--- src/rtl/fifo_wrapper.sv ---
// First-word-fall-through FIFO, WIDTH x DEPTH, single clock, async active-high reset.
// Latency: 1 cycle write-to-read; no full or empty bypass. Backpressure: input_ready low when full or in reset.
// Optional simulation checking compiled in with FIFO_WRAPPER_CHECK_EN.
module fifo_wrapper #(
  parameter int WIDTH = 8,
  parameter int DEPTH = 128
) (
  input  logic             clk,
  input  logic             reset,
  input  logic [WIDTH-1:0] input_data,
  input  logic             input_valid,
  output logic             input_ready,
  output logic [WIDTH-1:0] output_data,
  output logic             output_valid,
  input  logic             output_ready
);

  localparam int AW = $clog2(DEPTH);
  localparam logic [AW:0]   FULL_CNT = (AW+1)'(DEPTH);
  localparam logic [AW:0]   CNT_ONE  = (AW+1)'(1);
  localparam logic [AW-1:0] PTR_ONE  = AW'(1);

  logic [WIDTH-1:0] mem [DEPTH];
  logic [AW-1:0]    wr_ptr;
  logic [AW-1:0]    rd_ptr;
  logic [AW:0]      count;
  logic             push;
  logic             pop;

  // Ready is gated by reset directly so it drops the instant reset rises.
  assign input_ready  = !reset && (count != FULL_CNT);
  assign output_valid = (count != '0);
  assign output_data  = mem[rd_ptr];
  assign push         = input_valid && input_ready;
  assign pop          = output_valid && output_ready;

  always_ff @(posedge clk) begin
    if (push) begin
      mem[wr_ptr] <= input_data;
    end
  end

  always_ff @(posedge clk or posedge reset) begin
    if (reset) begin
      wr_ptr <= '0;
      rd_ptr <= '0;
      count  <= '0;
    end else begin
      if (push) begin
        wr_ptr <= wr_ptr + PTR_ONE;
      end
      if (pop) begin
        rd_ptr <= rd_ptr + PTR_ONE;
      end
      case ({push, pop})
        2'b10:   count <= count + CNT_ONE;
        2'b01:   count <= count - CNT_ONE;
        default: count <= count;
      endcase
    end
  end

`ifdef FIFO_WRAPPER_CHECK_EN
  logic             hold_q;
  logic [WIDTH-1:0] data_q;

  always @(posedge clk) begin
    if (!reset) begin
      if (count > FULL_CNT) begin
        $display("fifo_wrapper error: count %0d exceeds depth %0d", count, DEPTH);
        $fatal(1);
      end
      if (hold_q && output_valid && (output_data != data_q)) begin
        $display("fifo_wrapper error: output_data changed while stalled");
        $fatal(1);
      end
    end
    hold_q <= !reset && output_valid && !output_ready;
    data_q <= output_data;
  end
`else
`endif

endmodule

--- config.mk ---
export PLATFORM = sky130hd
export DESIGN_NAME = fifo_wrapper
export DESIGN_NICKNAME = d
export VERILOG_FILES = /design/src/rtl/fifo_wrapper.sv
export SDC_FILE = /design/constraint.sdc
export NUM_CORES = 1
export LEC_CHECK = 0
export ABC_CLOCK_PERIOD_IN_PS = 3100
export BUFFER_PORTS_ARGS = -buffer_cell sky130_fd_sc_hd__buf_2
export CORE_ASPECT_RATIO = 1.5
export CORE_MARGIN = 4
export CORE_UTILIZATION = 45
export DETAILED_ROUTE_END_ITERATION = 7
export PLACE_DENSITY = 0.68
export RECOVER_POWER = 50
export REMOVE_ABC_BUFFERS = 1
export SYNTH_ARGS = -nofsm -noshare
export SYNTH_HDL_FRONTEND = slang
export SYNTH_SLANG_ARGS = --single-unit
--- constraint.sdc ---
create_clock -name clk -period 3.1 [get_ports clk]
set_input_delay 0.93 -clock clk [delete_from_list [all_inputs] [get_ports clk]]
set_output_delay 0.93 -clock clk [all_outputs]
set_load 0.02 [all_outputs]
==> results of run 1 <==
[sequential cells by signal (all words and copies together), names as in the netlist]
register,cells
count,8
mem,1024
rd_ptr,7
wr_ptr,7
[final cells by class]
class,instances,share of cell area
timing repair buffer,452,0.0798
clock inverter,58,0.0120
clock buffer,103,0.0478
tap,1164,0.0296
sequential,1046,0.636
inverter,7,0.000534
multi-input combinational,880,0.194
[cells in the final DEF, fill, tap and decap left out, types with 19 or more instances in the layout]
master	instances
a21oi_1	29
o22ai_1	25
dfrtp_1	19
clkinv_2	25
mux2i_1	138
edfxtp_1	1024
buf_6	21
nand2_1	64
buf_4	355
clkbuf_16	93
clkbuf_1	24
mux4_2	193
nor2_1	158
a22oi_1	28
buf_12	27
[layer usage]
layer	global-route usage	share of wire	up-vias
met5	0	0	-
met4	0.127	0.067	0
met3	0.0340	0.059	284
met2	0.392	0.53	881
met1	0.251	0.34	11400
li1	-	-	9254
[worst max path at each step]
stage,to,depth (start not counted),slack (ns)
floorplan,output_data[0],6,-10.94
global placement,output_data[6],10,-0.94
detailed placement,output_data[6],10,-0.93
CTS,output_data[1],12,-1.26
global route,output_data[1],11,-1.23
finish,output_data[3],11,-1.21
[logic make-up after synthesis]
kind of cell,synth area share
muxes,0.143
adders and majority gates,0.00324
and+or+nand+nor,0.0301
buffers and inverters,0.0171
AOI/OAI and AO/OA,0.0381
DFF,0.764
xor gates and xnor gates,0.00406
[power groups by stage]
stage          clock (mW)  sequential [mW]  combinational, mW
2_1_floorplan           0             16.9               4.98
3_3_place_gp            0             16.3               13.3
3_5_place_dp            0             16.3               13.4
4_1_cts              11.5             16.0               15.3
5_1_grt              12.1             16.0               16.4
6_report             11.3             16.0               15.8
[per-stage QoR]
stage          hold slack (ns)  worst slack (ns)
3_5_place_dp             0.489            -0.928
6_report                 0.499             -1.21
3_3_place_gp             0.477            -0.936
2_1_floorplan            0.459            -10.94
4_1_cts                  0.505             -1.26
5_1_grt                  0.526             -1.23
[repair_timing]
item / in CTS / in global routing
setup buffers: 20 / 28
setup endpoints to repair: 8 / 12
resized for setup: 116 / 65
pin swaps: 27 / 34
hold buffers: 0 / 0
gates cloned: 6 / 1
==> impl_metrics.toml, run 1 <==
[synth]
synth_area_leaders = "edfxtp_1, mux4_2, mux2i_1"
async_reset_ff_frac = 0.0210
synth_edf_count = 1024
yosys_warnings = 0
synthDominantCellAreaShare = 0.751
netlist_area_um2 = 40900
synth.avg_cell_area_um2 = 20.0
yosysMostFrequentCell = "edfxtp_1"
seq_area_frac_synth = 0.764
ys_ff_latch = 1046
synth_ff_type = "edfxtp_1"
synth_top_area_cell = "edfxtp_1"
yosys.cell_types.count = 56
synth_common_cells = "edfxtp_1, mux4_2, nor2_1"
netlist_instances = 2050

[critical_path]
endpoint_kind = "primary output"
cp_common_cell = "buf_12"
cp_max_fo = 5
worst-path-buf-inv = 7
r2r_cells = 12
crit_family = "buffers and inverters"
rrSetupSlack_ns = 0.19
max_stage_delay_ns = 0.49
timing.rr.start = "count[4]$_DFFE_PP0P_"
cp_slowest_cell = "dfrtp_4"
worstSetupPathType = "flop to primary output"
r2r_end = "count[7]$_DFFE_PP0P_"
crit_start = "rd_ptr[0]$_DFFE_PP0P_"
worstPathRequired_ns = 2.17
crit_arrival_ns = 3.38
crit_path_start_kind = "flop"
cp_cell_sequence = "buf_12 -> buf_12 -> buf_12 -> buf_16 -> buf_4 -> mux4_2 -> a22oi_1 -> buf_4 -> a211oi_2 -> o32a_1 -> buf_6"

[power_and_ir_drop]
clkPwrFrac = 0.262
p_leak_nw = 16.4
p_int_mw = 29.6
seqPwrFrac = 0.371
finalPower_mw = 43.1
power_density_nw_per_um2 = 876
power_frac_comb = 0.367
p_sw_frac = 0.314
switchingPower_mw = 13.5
peakVddDrop_mv = 0.972

[floorplanning]
initial_core_util = 0.453
io_pins = 22
fp.dieArea_um2 = 96000
die_h_um = 377
core_um2 = 90400
num_rows = 135
die_x_um = 254

[final_layout]
final_core_util = 0.545
diodes = 0
multi_input_comb_area_um2 = 9560
fill_cells = 6699
fin_area_um2 = 49200
drive_above_1_share = 0.338
post_layout_nonfiller_instances = 3710
regArea_um2 = 31300
area_delta_synth_final_pct = 20.2
nets = 2497

[cts]
numCtsBuffers = 88
cts_tree = "built"
htreeDepth = 3
insertion_delay_ns = 0.67
clockBufferDepth = 3
clk_pin_slew_worst_paths_ns = 0.07
clk_root_buffer_cell = "clkbuf_16"
clock-sinks = 1046

[drt]
post_drt_wl_per_cell_um = 28.3
drc = 0
num_vias = 21900
routed_wl_um = 105000
drtAntennaViolNets = 0
viasPerCell = 5.89
drt-pass1-iter-count = 6
drt_iter0_drc = 2092

[worst_hold_path]
worst_hold_path.endpoint = "wr_ptr[2]$_DFFE_PP0P_"
min_path_type = "flop to flop"
hp-start = "wr_ptr[2]$_DFFE_PP0P_"
hold_depth = 1

[sta]
setup_viol = 52
period_needed_ns = 4.31
hold_viol_final = 0
setup_ws_ns = -1.21
tightest_slew_ns = 2.33
fin_tns_setup_ns = -10.89
drv_slew = 316
max_freq_mhz = 232
rsz0062_at_grt = "true"
min_period_over_period = 1.39
fin_worst_skew_ns = 0.0288
max-slew-margin-rel = -0.551

[global_routing]
grt_pass1_vias = 22800
gr-total-overflow = 0
grt_pass1_wl_um = 154000
grt_max_degree = 76
antenna_found_initial = 0
grt_use_total = 0.220

[placed_design]
portBuffers = 21
dpl-instance-area_um2 = 45200
hpwl_um = 68600
dp.cells = 3506
gp_congestion = 0.929

[run]
maxCapViolCount = 6

[run_status]
status = "finished with violations"
violations = "max-capacitance violations, max-slew violations, negative setup slack"
Note: power is estimated with default switching activity, not from simulation.
==> run 2, diff against run 1 <==
Settings changed: ABC_AREA from default to 1.
==> run 2 against run 1 <==
Effect of this change:
- design area rose by 10%
- power rose by 15%
- die area rose by 9.2%
- sequential power barely moved
- clock power barely moved
- combinational power increased by 41%
- the flow still finishes with violations (max-capacitance violations, max-slew violations, negative setup slack)
- global-route usage rose by 0.72 points
- worst hold slack improved by 0.030 ns
- sequential share of layout area fell by 6.0 points
- wire length grew 18%
- sequential cell count unchanged
- cell count rose by 61%
==> impl_metrics.toml, run 2 <==
[run_status]
status = "finished with violations"
violations = "max-capacitance violations, max-slew violations, negative setup slack"

[global_routing]
antenna_found_initial = 0
grt_max_degree = 129
grt_pass1_wl_um = 183000
gr-total-overflow = 0
grt_use_total = 0.228
grt_pass1_vias = 31700

[final_layout]
drive_above_1_share = 0.173
final_cell_mix = "nand2_1, edfxtp_1, nor2_1"
largest_reg_flops = 1024
final_core_util = 0.551
fin_area_um2 = 54300
diodes = 0
layout_commonest_cell = "nand2_1"
nets = 4642
largest_register = "mem"
reg_top3 = "mem (1024), count (8)"
area_delta_synth_final_pct = 21.2

[synth]
yosys.cell_types.count = 30
synthDominantCellAreaShare = 0.686
netlist_instances = 4291
synth.avg_cell_area_um2 = 10.4
synth_edf_count = 1024
synth_ff_type = "edfxtp_1"
async_reset_ff_frac = 0.0210
yosys_warnings = 0
seq_area_frac_synth = 0.698
ys_ff_latch = 1046
yosysMostFrequentCell = "nand2_1"
synth_common_cells = "nand2_1, edfxtp_1, nor2_1"
synth_area_leaders = "edfxtp_1, nand2_1, nor2_1"
netlist_area_um2 = 44800
synth_top_area_cell = "edfxtp_1"

[placed_design]
portBuffers = 21
dpl-instance-area_um2 = 49000
hpwl_um = 72100
gp_congestion = 0.913

[cts]
insertion_delay_ns = 0.69
clock-sinks = 1046
htreeDepth = 3
clk_root_buffer_cell = "clkbuf_16"
clk_pin_slew_worst_paths_ns = 0.07
numCtsBuffers = 90
cts_tree = "built"
clockBufferDepth = 3
hold_buffers = 0

[floorplanning]
initial_core_util = 0.455
num_rows = 141
io_pins = 22
core_um2 = 98600
fp.dieArea_um2 = 105000
die_x_um = 266
die_h_um = 395

[drt]
drtAntennaViolNets = 0
post_drt_wl_per_cell_um = 20.6
drt-pass1-iter-count = 6
num_vias = 31900
drc = 0
drt_iter0_drc = 3220
routed_wl_um = 123000
viasPerCell = 5.34

[critical_path]
worstPathRequired_ns = 2.17
rrSetupSlack_ns = 0.28
crit_start = "rd_ptr[0]$_DFFE_PP0P_"
cp_common_cell = "nand2_1"
cp_max_fo = 10
cp_cell_sequence = "buf_12 -> inv_16 -> buf_12 -> buf_4 -> nand2_1 -> nand2_1 -> nand2_1 -> nand3_1 -> nand3_1 -> nand2_1 -> nand2_1 -> nor2_4 -> nor2_4 -> nor2_2 -> buf_4 -> buf_6"
crit_arrival_ns = 2.99
endpoint_kind = "primary output"
cp_slowest_cell = "dfrtp_4"
max_stage_delay_ns = 0.56
crit_path_start_kind = "flop"
timing.rr.start = "count[0]$_DFFE_PP0P_"
worstSetupPathType = "flop to primary output"

[sta]
rsz0062_at_grt = "true"
max_freq_mhz = 255
drv_slew = 714
max-slew-margin-rel = -0.550
tightest_slew_ns = 2.33
min_period_over_period = 1.27
period_needed_ns = 3.92
hold_ws_ns = 0.529
fin_worst_skew_ns = 0.0245
setup_ws_ns = -0.823
hold_viol_final = 0
fin_tns_setup_ns = -6.74
setup_viol = 9

[power_and_ir_drop]
p_leak_nw = 21.7
power_density_nw_per_um2 = 913
peakVddDrop_mv = 0.638
finalPower_mw = 49.6

[run]
maxCapViolCount = 8

[worst_hold_path]
min_path_type = "flop to flop"
hp-start = "count[3]$_DFFE_PP0P_"
==> run 2: metrics by stage <==
stage	instances	setup slack, ns
global route	5977	-0.925
detailed placement	5753	-0.509
CTS	5952	-0.869
floorplan	4071	-18.09
finish	5977	-0.823
global placement	5753	-0.502
==> run 2: kinds of logic (layout without fill, tap and decap cells) <==
family,after synthesis,after routing,synth area share
fa+ha+maj,10,10,0.00296
buf+inv,635,1034,0.0600
xor+xnor,12,12,0.00234
compound gates,220,220,0.0246
simple gates,2368,2368,0.212
flops,1046,1046,0.698
==> run 2: power by group <==
| part | switching [mW] | total [mW] | internal, mW |
|---|---|---|---|
| clock | 5.05 | 11.2 | 6.19 |
| sequential | 0.234 | 16.0 | 15.8 |
| combinational | 13.6 | 22.3 | 8.72 |
| total | 18.9 | 49.6 | 30.7 |
==> run 2: what timing repair did <==
action / 4_1_cts / 5_1_grt
endpoints found under the setup margin: 8 / 12
hold endpoints to repair: 0 / 0
setup buffers: 21 / 15
resized for setup: 272 / 180
pin swaps: 105 / 79
gates cloned: 21 / 15
==> run 2: final timing paths <==
| path | to | depth (start not counted) |
|---|---|---|
| min | count[3]$_DFFE_PP0P_ | 2 |
| min in group asynchronous | count[6]$_DFFE_PP0P_ | 3 |
| max reg2reg | count[7]$_DFFE_PP0P_ | 14 |
| max in group asynchronous | rd_ptr[1]$_DFFE_PP0P_ | 3 |
| max | output_data[0] | 16 |
| min reg2reg | count[3]$_DFFE_PP0P_ | 2 |
==> run 2: worst max-delay path, delay by kind of cell (launching register included) <==
family / cells / cell delay, ns
flip-flops: 1 / 0.56
buffers and inverters: 6 / 0.77
AND/OR/NAND/NOR: 10 / 0.94
==> run 2: per-layer routing <==
metal	part of all wire	GRT usage	up-vias
met5	0	0	-
met4	0.055	0.124	0
met3	0.069	0.0307	367
met2	0.52	0.406	1429
met1	0.36	0.265	15300
li1	-	-	14800
==> run 2: layout make-up <==
type,count,area (um2)
clock buffer,116,2380
clock inverter,46,488
fill,7895,44300
inverter,415,1580
multi-input combinational,2610,11900
sequential,1046,31300
tap,1287,1610
timing repair buffer,453,4980
timing repair inverter,4,110
